File: src/rtl/key_hit_judge_pkg.sv
// Shared definitions for the piano-tiles key judge: default geometry, debounce
// length and the judge FSM state encoding.
package key_hit_judge_pkg;

  localparam int LANES_DEF           = 4;
  localparam int DEBOUNCE_CYCLES_DEF = 500000;
  localparam int SCORE_W_DEF         = 8;
  localparam int MAX_MISSES_DEF      = 3;

  typedef enum logic [1:0] {
    ST_IDLE  = 2'd0,
    ST_ARMED = 2'd1,
    ST_OVER  = 2'd2
  } judge_state_e;

  typedef struct packed {
    logic hit;
    logic miss;
  } judge_evt_t;

endpackage

File: src/rtl/key_hit_judge_if.sv
// Player-side bundle: raw keys and tile strobes in, judgement results out.
interface key_hit_judge_if #(
  parameter int LANES   = 4,
  parameter int SCORE_W = 8
);

  logic [LANES-1:0]   key_n;
  logic               tile_valid;
  logic [LANES-1:0]   tile_lanes;
  logic               hit;
  logic               miss;
  logic [SCORE_W-1:0] score;
  logic [SCORE_W-1:0] streak;
  logic               game_over;

  modport master (
    output key_n, tile_valid, tile_lanes,
    input  hit, miss, score, streak, game_over
  );

  modport slave (
    input  key_n, tile_valid, tile_lanes,
    output hit, miss, score, streak, game_over
  );

endinterface

File: src/rtl/key_hit_judge_debounce.sv
// One pushbutton lane: 2-flop synchronizer, stable-sample debouncer and a
// registered one-cycle press pulse on the released->pressed transition.
module key_hit_judge_debounce
  import key_hit_judge_pkg::*;
#(
  parameter int DEBOUNCE_CYCLES = DEBOUNCE_CYCLES_DEF
) (
  input  logic clk,
  input  logic rst_n,
  input  logic key_n,
  output logic press
);

  localparam int CNT_W = (DEBOUNCE_CYCLES > 1) ? $clog2(DEBOUNCE_CYCLES) : 1;
  localparam logic [CNT_W-1:0] CNT_LAST = CNT_W'(DEBOUNCE_CYCLES - 1);

  logic             sync1_q, sync1_d;
  logic             sync2_q, sync2_d;
  logic             deb_q, deb_d;
  logic             deb_last_q, deb_last_d;
  logic             press_q, press_d;
  logic [CNT_W-1:0] cnt_q, cnt_d;

  always_comb begin
    // NOTE: every signal gets a default first so no path can infer a latch.
    sync1_d    = ~key_n;
    sync2_d    = sync1_q;
    deb_d      = deb_q;
    cnt_d      = '0;
    deb_last_d = deb_q;
    // The counter tracks consecutive samples that disagree with the accepted level.
    if (sync2_q != deb_q) begin
      if (cnt_q == CNT_LAST) begin
        deb_d = sync2_q;
      end else begin
        cnt_d = cnt_q + 1'b1;
      end
    end
    press_d = deb_q & ~deb_last_q;
  end

  always_ff @(posedge clk) begin
    // NOTE: non-blocking so each flop samples the pre-edge value of its source.
    if (!rst_n) begin
      sync1_q    <= 1'b0;
      sync2_q    <= 1'b0;
      deb_q      <= 1'b0;
      deb_last_q <= 1'b0;
      cnt_q      <= '0;
      press_q    <= 1'b0;
    end else begin
      sync1_q    <= sync1_d;
      sync2_q    <= sync2_d;
      deb_q      <= deb_d;
      deb_last_q <= deb_last_d;
      cnt_q      <= cnt_d;
      press_q    <= press_d;
    end
  end

  assign press = press_q;

endmodule

File: src/rtl/key_hit_judge.sv
// Debounces the KEY pushbuttons and judges presses against the row in the hit zone.
// Optional macro STRICT_PRESS_EN: a press with no row armed counts as a miss.
module key_hit_judge
  import key_hit_judge_pkg::*;
#(
  parameter int LANES           = LANES_DEF,
  parameter int DEBOUNCE_CYCLES = DEBOUNCE_CYCLES_DEF,
  parameter int SCORE_W         = SCORE_W_DEF,
  parameter int MAX_MISSES      = MAX_MISSES_DEF
) (
  input  logic          CLOCK_50,
  input  logic          resetn,
  key_hit_judge_if.slave bus
);

  localparam int MISS_W = $clog2(MAX_MISSES + 1);
  localparam logic [MISS_W-1:0]  MISS_LIMIT = MISS_W'(MAX_MISSES);
  localparam logic [SCORE_W-1:0] SCORE_MAX  = '1;

  logic [LANES-1:0] press;

  for (genvar i = 0; i < LANES; i++) begin : g_lane
    key_hit_judge_debounce #(
      .DEBOUNCE_CYCLES(DEBOUNCE_CYCLES)
    ) u_debounce (
      .clk  (CLOCK_50),
      .rst_n(resetn),
      .key_n(bus.key_n[i]),
      .press(press[i])
    );
  end

  judge_state_e       state_q, state_d;
  logic [LANES-1:0]   mask_q, mask_d;
  logic               hit_q, hit_d;
  logic               miss_q, miss_d;
  logic               game_over_q, game_over_d;
  logic [SCORE_W-1:0] score_q, score_d;
  logic [SCORE_W-1:0] streak_q, streak_d;
  logic [MISS_W-1:0]  misses_q, misses_d;
  judge_evt_t         evt;
  logic               any_press;
  logic               wrong_lane;
  logic               new_row;

  always_comb begin
    any_press  = |press;
    wrong_lane = |(press & ~mask_q);
    new_row    = bus.tile_valid && (bus.tile_lanes != '0);
    evt        = '0;
    state_d    = state_q;
    mask_d     = mask_q;

    // The final miss pulse goes out first; the game ends on the following edge.
    if ((state_q != ST_OVER) && (misses_q >= MISS_LIMIT)) begin
      state_d = ST_OVER;
    end else begin
      case (state_q)
        ST_IDLE: begin
`ifdef STRICT_PRESS_EN
          evt.miss = any_press;
`endif
          if (new_row) begin
            mask_d  = bus.tile_lanes;
            state_d = ST_ARMED;
          end
        end
        ST_ARMED: begin
          // Judge against the old mask before any new row replaces it.
          if (any_press) begin
            if (wrong_lane) evt.miss = 1'b1;
            else            evt.hit  = 1'b1;
          end
          if (bus.tile_valid) begin
            if (!evt.hit) evt.miss = 1'b1;
            mask_d  = bus.tile_lanes;
            state_d = new_row ? ST_ARMED : ST_IDLE;
          end else if (evt.hit) begin
            state_d = ST_IDLE;
          end
        end
        ST_OVER: state_d = ST_OVER;
        default: state_d = ST_IDLE;
      endcase
    end

    hit_d    = evt.hit;
    miss_d   = evt.miss;
    score_d  = score_q;
    streak_d = streak_q;
    misses_d = misses_q;
    if (evt.hit) begin
      if (score_q  != SCORE_MAX) score_d  = score_q + 1'b1;
      if (streak_q != SCORE_MAX) streak_d = streak_q + 1'b1;
    end
    if (evt.miss) begin
      streak_d = '0;
      misses_d = misses_q + 1'b1;
    end
    game_over_d = (state_d == ST_OVER);
  end

  always_ff @(posedge CLOCK_50) begin
    if (!resetn) begin
      state_q     <= ST_IDLE;
      mask_q      <= '0;
      hit_q       <= 1'b0;
      miss_q      <= 1'b0;
      game_over_q <= 1'b0;
      score_q     <= '0;
      streak_q    <= '0;
      misses_q    <= '0;
    end else begin
      state_q     <= state_d;
      mask_q      <= mask_d;
      hit_q       <= hit_d;
      miss_q      <= miss_d;
      game_over_q <= game_over_d;
      score_q     <= score_d;
      streak_q    <= streak_d;
      misses_q    <= misses_d;
    end
  end

  assign bus.hit       = hit_q;
  assign bus.miss      = miss_q;
  assign bus.score     = score_q;
  assign bus.streak    = streak_q;
  assign bus.game_over = game_over_q;

endmodule

File: src/flat_wrapper.sv
// flat-port wrapper written by rule: the top's interface ports become plain ports
module key_hit_judge_flat import key_hit_judge_pkg::*;
#(
  parameter int LANES           = LANES_DEF,
  parameter int DEBOUNCE_CYCLES = DEBOUNCE_CYCLES_DEF,
  parameter int SCORE_W         = SCORE_W_DEF,
  parameter int MAX_MISSES      = MAX_MISSES_DEF
)
  (CLOCK_50, resetn, bus_key_n, bus_tile_valid, bus_tile_lanes, bus_hit, bus_miss, bus_score, bus_streak, bus_game_over);
  key_hit_judge_if #(.LANES(LANES), .SCORE_W(SCORE_W)) bus_i ();
  input  logic CLOCK_50;
  input  logic resetn;
  input wire logic [$bits(bus_i.key_n)-1:0] bus_key_n;
  input wire logic [$bits(bus_i.tile_valid)-1:0] bus_tile_valid;
  input wire logic [$bits(bus_i.tile_lanes)-1:0] bus_tile_lanes;
  output wire logic [$bits(bus_i.hit)-1:0] bus_hit;
  output wire logic [$bits(bus_i.miss)-1:0] bus_miss;
  output wire logic [$bits(bus_i.score)-1:0] bus_score;
  output wire logic [$bits(bus_i.streak)-1:0] bus_streak;
  output wire logic [$bits(bus_i.game_over)-1:0] bus_game_over;
  assign bus_i.key_n = bus_key_n;
  assign bus_i.tile_valid = bus_tile_valid;
  assign bus_i.tile_lanes = bus_tile_lanes;
  assign bus_hit = bus_i.hit;
  assign bus_miss = bus_i.miss;
  assign bus_score = bus_i.score;
  assign bus_streak = bus_i.streak;
  assign bus_game_over = bus_i.game_over;
  key_hit_judge #(.LANES(LANES), .DEBOUNCE_CYCLES(DEBOUNCE_CYCLES), .SCORE_W(SCORE_W), .MAX_MISSES(MAX_MISSES)) u_core (.CLOCK_50(CLOCK_50), .resetn(resetn), .bus(bus_i));
endmodule
File: config.mk
export PLATFORM = sky130hd
export DESIGN_NAME = key_hit_judge_flat
export DESIGN_NICKNAME = d
export VERILOG_FILES = /design/src/rtl/key_hit_judge_pkg.sv /design/src/rtl/key_hit_judge_if.sv /design/src/rtl/key_hit_judge_debounce.sv /design/src/rtl/key_hit_judge.sv /design/src/flat_wrapper.sv
export SDC_FILE = /design/constraint.sdc
export NUM_CORES = 1
export LEC_CHECK = 0
export ABC_AREA = 1
export CORE_UTILIZATION = 35
export DETAILED_ROUTE_END_ITERATION = 10
export PLACE_DENSITY_LB_ADDON = 0.1
export RECOVER_POWER = 25
export SLEW_MARGIN = 10
export SYNTH_ARGS = -nofsm -noshare
export SYNTH_HDL_FRONTEND = slang
export SYNTH_SLANG_ARGS = --single-unit
File: constraint.sdc
create_clock -name CLOCK_50 -period 2.4 [get_ports CLOCK_50]
set_clock_uncertainty 0.2 [all_clocks]
set_input_delay 0.6 -clock CLOCK_50 [delete_from_list [all_inputs] [get_ports CLOCK_50]]
set_output_delay 0.6 -clock CLOCK_50 [all_outputs]
set_load 0.03 [all_outputs]
==> summary by stage <==
Synthesis
The synthesis-stage register bit count is 123. Of the post-synthesis cell area, the dominant cell type holds 0.4208. Yosys mapped a number of flops with a built-in enable equal to 0. Yosys attributes the largest share of cell area to dfxtp_1 (42%), nand2_1 (13%), nor2_1 (9.1%).

After synthesis the cells add up to 0.005852 mm2. The share of the yosys chip area belonging to registers is 0.4208. For this run, the leading register cell type out of synthesis is dfxtp_1. Yosys instantiated no cell more often than nand2_1. The proportion of synthesized flip-flops having asynchronous set or reset is 0. The post-synthesis cell type count is 35.

Synthesis produced 820 cells. Yosys printed 0 warnings. Ranked by instance count, the synthesized netlist is headed by nand2_1 (207), nor2_1 (142), dfxtp_1 (123).

The synthesized design spends more area on one cell type than any other, namely dfxtp_1. The total nets after synthesis is 838. The average cell area after synthesis is 7.136 um2.

Cells and area
The post-layout instance count excluding filler cells is 1095. At the end of the flow, the number of nets in the layout was 884. The number of antenna diodes in the final layout is 0. The filler cells instantiated in the layout total 1671. Of the cells placed in the final design, the portion with a size suffix greater than 1 is 0.08305. The post-route cell area is 0.006949 mm2. From synthesis to final layout, the design area changed by 18.75%.

Critical path
The type of element launching the critical path is a register. Data on the critical path is required at its endpoint by 1.60 ns. The highest fanout seen on the critical path is 6.

On the critical path, the stage with the largest delay is an instance of clkdlybuf4s50_1. The category of cells accounting for the largest share of critical-path delay is buffers and inverters. Traced cell by cell, the critical path runs through clkdlybuf4s50_1. The critical path in this run is classified as register to primary output.

The signal arrival time at the worst endpoint is 1.55 ns. The worst setup path is captured at a primary output. Together, buffers and inverters on the worst path number 1. For this run, the slowest stage of the critical path takes 0.71 ns. Setup slack on the worst reg-to-reg path comes out at 0.32 ns.

Clock network
In this run the post-CTS setup repair buffer count came out at 0. The clock reaches the later pin of the worst-skew pair after 0.41 ns. The clock passes through at most 2 buffers. The number of sinks on the clock net is 123. Clock-pin slew was measured on the worst setup and hold paths at 0.06 ns.

The number of buffers inserted during clock tree synthesis is 17. The cell sitting at the root of the clock tree is a clkbuf_16. The H-tree depth is 4. TritonCTS built the clock tree.

Pwr
The internal cell power is 3.662 mW. The worst IR drop on VDD is 0.0004813 V. Of the total power, the share spent switching nets is 0.2085. The share of total power dissipated in sequential elements is 0.447. Of the total power, the clock network draws 0.534. The power dissipated by switching net loads is 964.8 uW. The total power draw is 4.627 mW. The total power density per cell area is 665.8 mW/mm2.

Summed over all cells, the static leakage comes to 2.453 nW. The logic gate share of total power is 0.019.

Floorplanning
The number of primary I/O pins is 30. The die covers 0.01724 mm2. The initial cell density of the core is 0.3631. The initialized floorplan defines 46 standard-cell rows.

The overall die height is 131.3 um. The total area inside the core boundary comes to 0.01612 mm2. In this run the horizontal extent of the chip is 131.3 um.

Min path
The worst hold path belongs to the class register to register.

STA
Timing would allow up to 425.0 MHz. The relative slew slack is 0.4553. The count of final hold-check violations is 0. The accumulated negative setup slack is 0 ns.

Setup repair after global routing left no endpoint under its margin. The worst slack on hold paths is 0.1828 ns. The slew at the pin closest to its max-slew limit is 0.8171 ns. The minimum clock period after layout is 2.353 ns. The post-route clock period utilization is 0.9804. The max-slew violation total from the final report was 0. The final count of negative-setup-slack endpoints is 0.

Routing
The average wire length per cell after detail routing is 11.16 um. The final wirelength is 12220 um. The number of detailed-route iterations in the first pass is 5. Using the TritonRoute via totals, the vias-per-cell ratio works out to 4.669.

The via count is 5113. The antenna violation net count after detailed routing is 0. The DRC marker count from the first detailed-route iteration is 257. After detailed routing, the number of remaining DRC violations is 0.

Placed design
The count of buffers inserted at the top-level ports is 29. Including well taps, the total number of placed cells is 1063. The post-placement cell area is 0.006385 mm2.

The congestion estimate from routability-driven global placement came to 0.7708. The sum of net half-perimeters after detailed placement is 9010 um.

Global route
The maximum number of pins on one net before global-route repair is 19. The initial antenna violation count came to 0. For this run the aggregate overflow at the end of global routing stands at 0.

The via count of the first global-routing pass was 4830. The global-route wire length before repair is 21960 um. In the global route stage, overall resource usage came out at 0.1538.

Outcome
The flow ran to the end, and the final reports show no timing, DRC or antenna violations.

Flow run
Across the run, the number of max-cap violations was 0.
==> layout make-up <==
cell class	count	area (um2)	share of cell area
Clock buffer	20	456.7	0.06572
Clock inverter	12	122.6	0.01765
Inverter	88	330.3	0.04753
Multi-Input combinational cell	602	2987	0.4298
Sequential cell	123	2462	0.3543
Tap cell	216	270.3	0.03889
Timing Repair Buffer	34	320.3	0.04609
==> path summary, 6_finish.rpt <==
kind	start	to	cells past startpoint
setup / recovery	u_core.bus.streak[6]$_SDFFE_PP0P_	bus_streak[6]	1
hold / removal	u_core.g_lane[3].u_debounce.deb_last_q$_SDFF_PN0_	u_core.g_lane[3].u_debounce.press$_SDFF_PN0_	1
setup reg to reg	u_core.g_lane[2].u_debounce.cnt_q[0]$_SDFF_PP0_	u_core.g_lane[2].u_debounce.cnt_q[11]$_SDFF_PP0_	8
hold reg to reg	u_core.g_lane[3].u_debounce.deb_last_q$_SDFF_PN0_	u_core.g_lane[3].u_debounce.press$_SDFF_PN0_	1
==> metal layers <==
layer | vias to the layer above | wire length [um] | share of wire | GRT usage
met5 | - | 0 | 0 | 0
met4 | 0 | 184 | 0.015 | 0.05233
met3 | 17 | 362 | 0.030 | 0.04167
met2 | 63 | 5398 | 0.44 | 0.2388
met1 | 2327 | 6274 | 0.51 | 0.2049
li1 | 2706 | - | - | -
==> cells in the final DEF (no fill, tap or decap), drive strengths merged, types with 14 or more instances in the layout <==
master,instances
nand3,53
inv,88
clkdlybuf4s50,25
o21ai,15
nand2,211
nor3,27
nand4,22
dfxtp,123
nor2,159
xor2,23
xnor2,14
a21oi,51
clkbuf,24
==> metrics by stage <==
step           worst slack [ns]    util
2_1_floorplan            0.6521       -
3_3_place_gp             0.2227  0.3962
3_5_place_dp             0.1895  0.3962
4_1_cts                 0.01246  0.4321
5_1_grt                0.002458  0.4312
6_report                0.04714  0.4312
==> logic make-up (layout without fill, tap and decap cells) <==
kind of cell,Yosys count,in the layout,share of synthesized area
compound gates,68,68,0.06521
xor+xnor,37,37,0.05538
fa+ha+maj,7,7,0.01497
buf+inv,95,154,0.06756
flops,123,123,0.4208
simple gates,490,490,0.3761
==> sequential cells by signal (all words and copies together) (netlist names), 2 cells and up <==
register	flops
u_core.mask_q	4
u_core.g_lane.u_debounce.press	4
u_core.g_lane.u_debounce.deb_last_d	4
u_core.g_lane.u_debounce.deb_last_q	4
u_core.g_lane.u_debounce.cnt_q	76
u_core.g_lane.u_debounce.sync2_q	4
u_core.bus.streak	8
u_core.state_q	2
u_core.misses_q	2
u_core.g_lane.u_debounce.sync1_q	4
u_core.bus.score	8
==> what timing repair did <==
action,CTS,global route
endpoints found under the setup margin,0,3
hold buffers,0,0
resized for setup,0,3
==> power groups by stage <==
stage | Sequential [mW] | Combinational (mW) | Clock [mW]
2_1_floorplan | 2.11 | 0.0534 | 0
3_3_place_gp | 2.11 | 0.0892 | 0
6_report | 2.07 | 0.0857 | 2.47
3_5_place_dp | 2.11 | 0.0913 | 0
4_1_cts | 2.07 | 0.0919 | 2.55
5_1_grt | 2.07 | 0.0993 | 2.65
(Power assumes the default switching activity.)
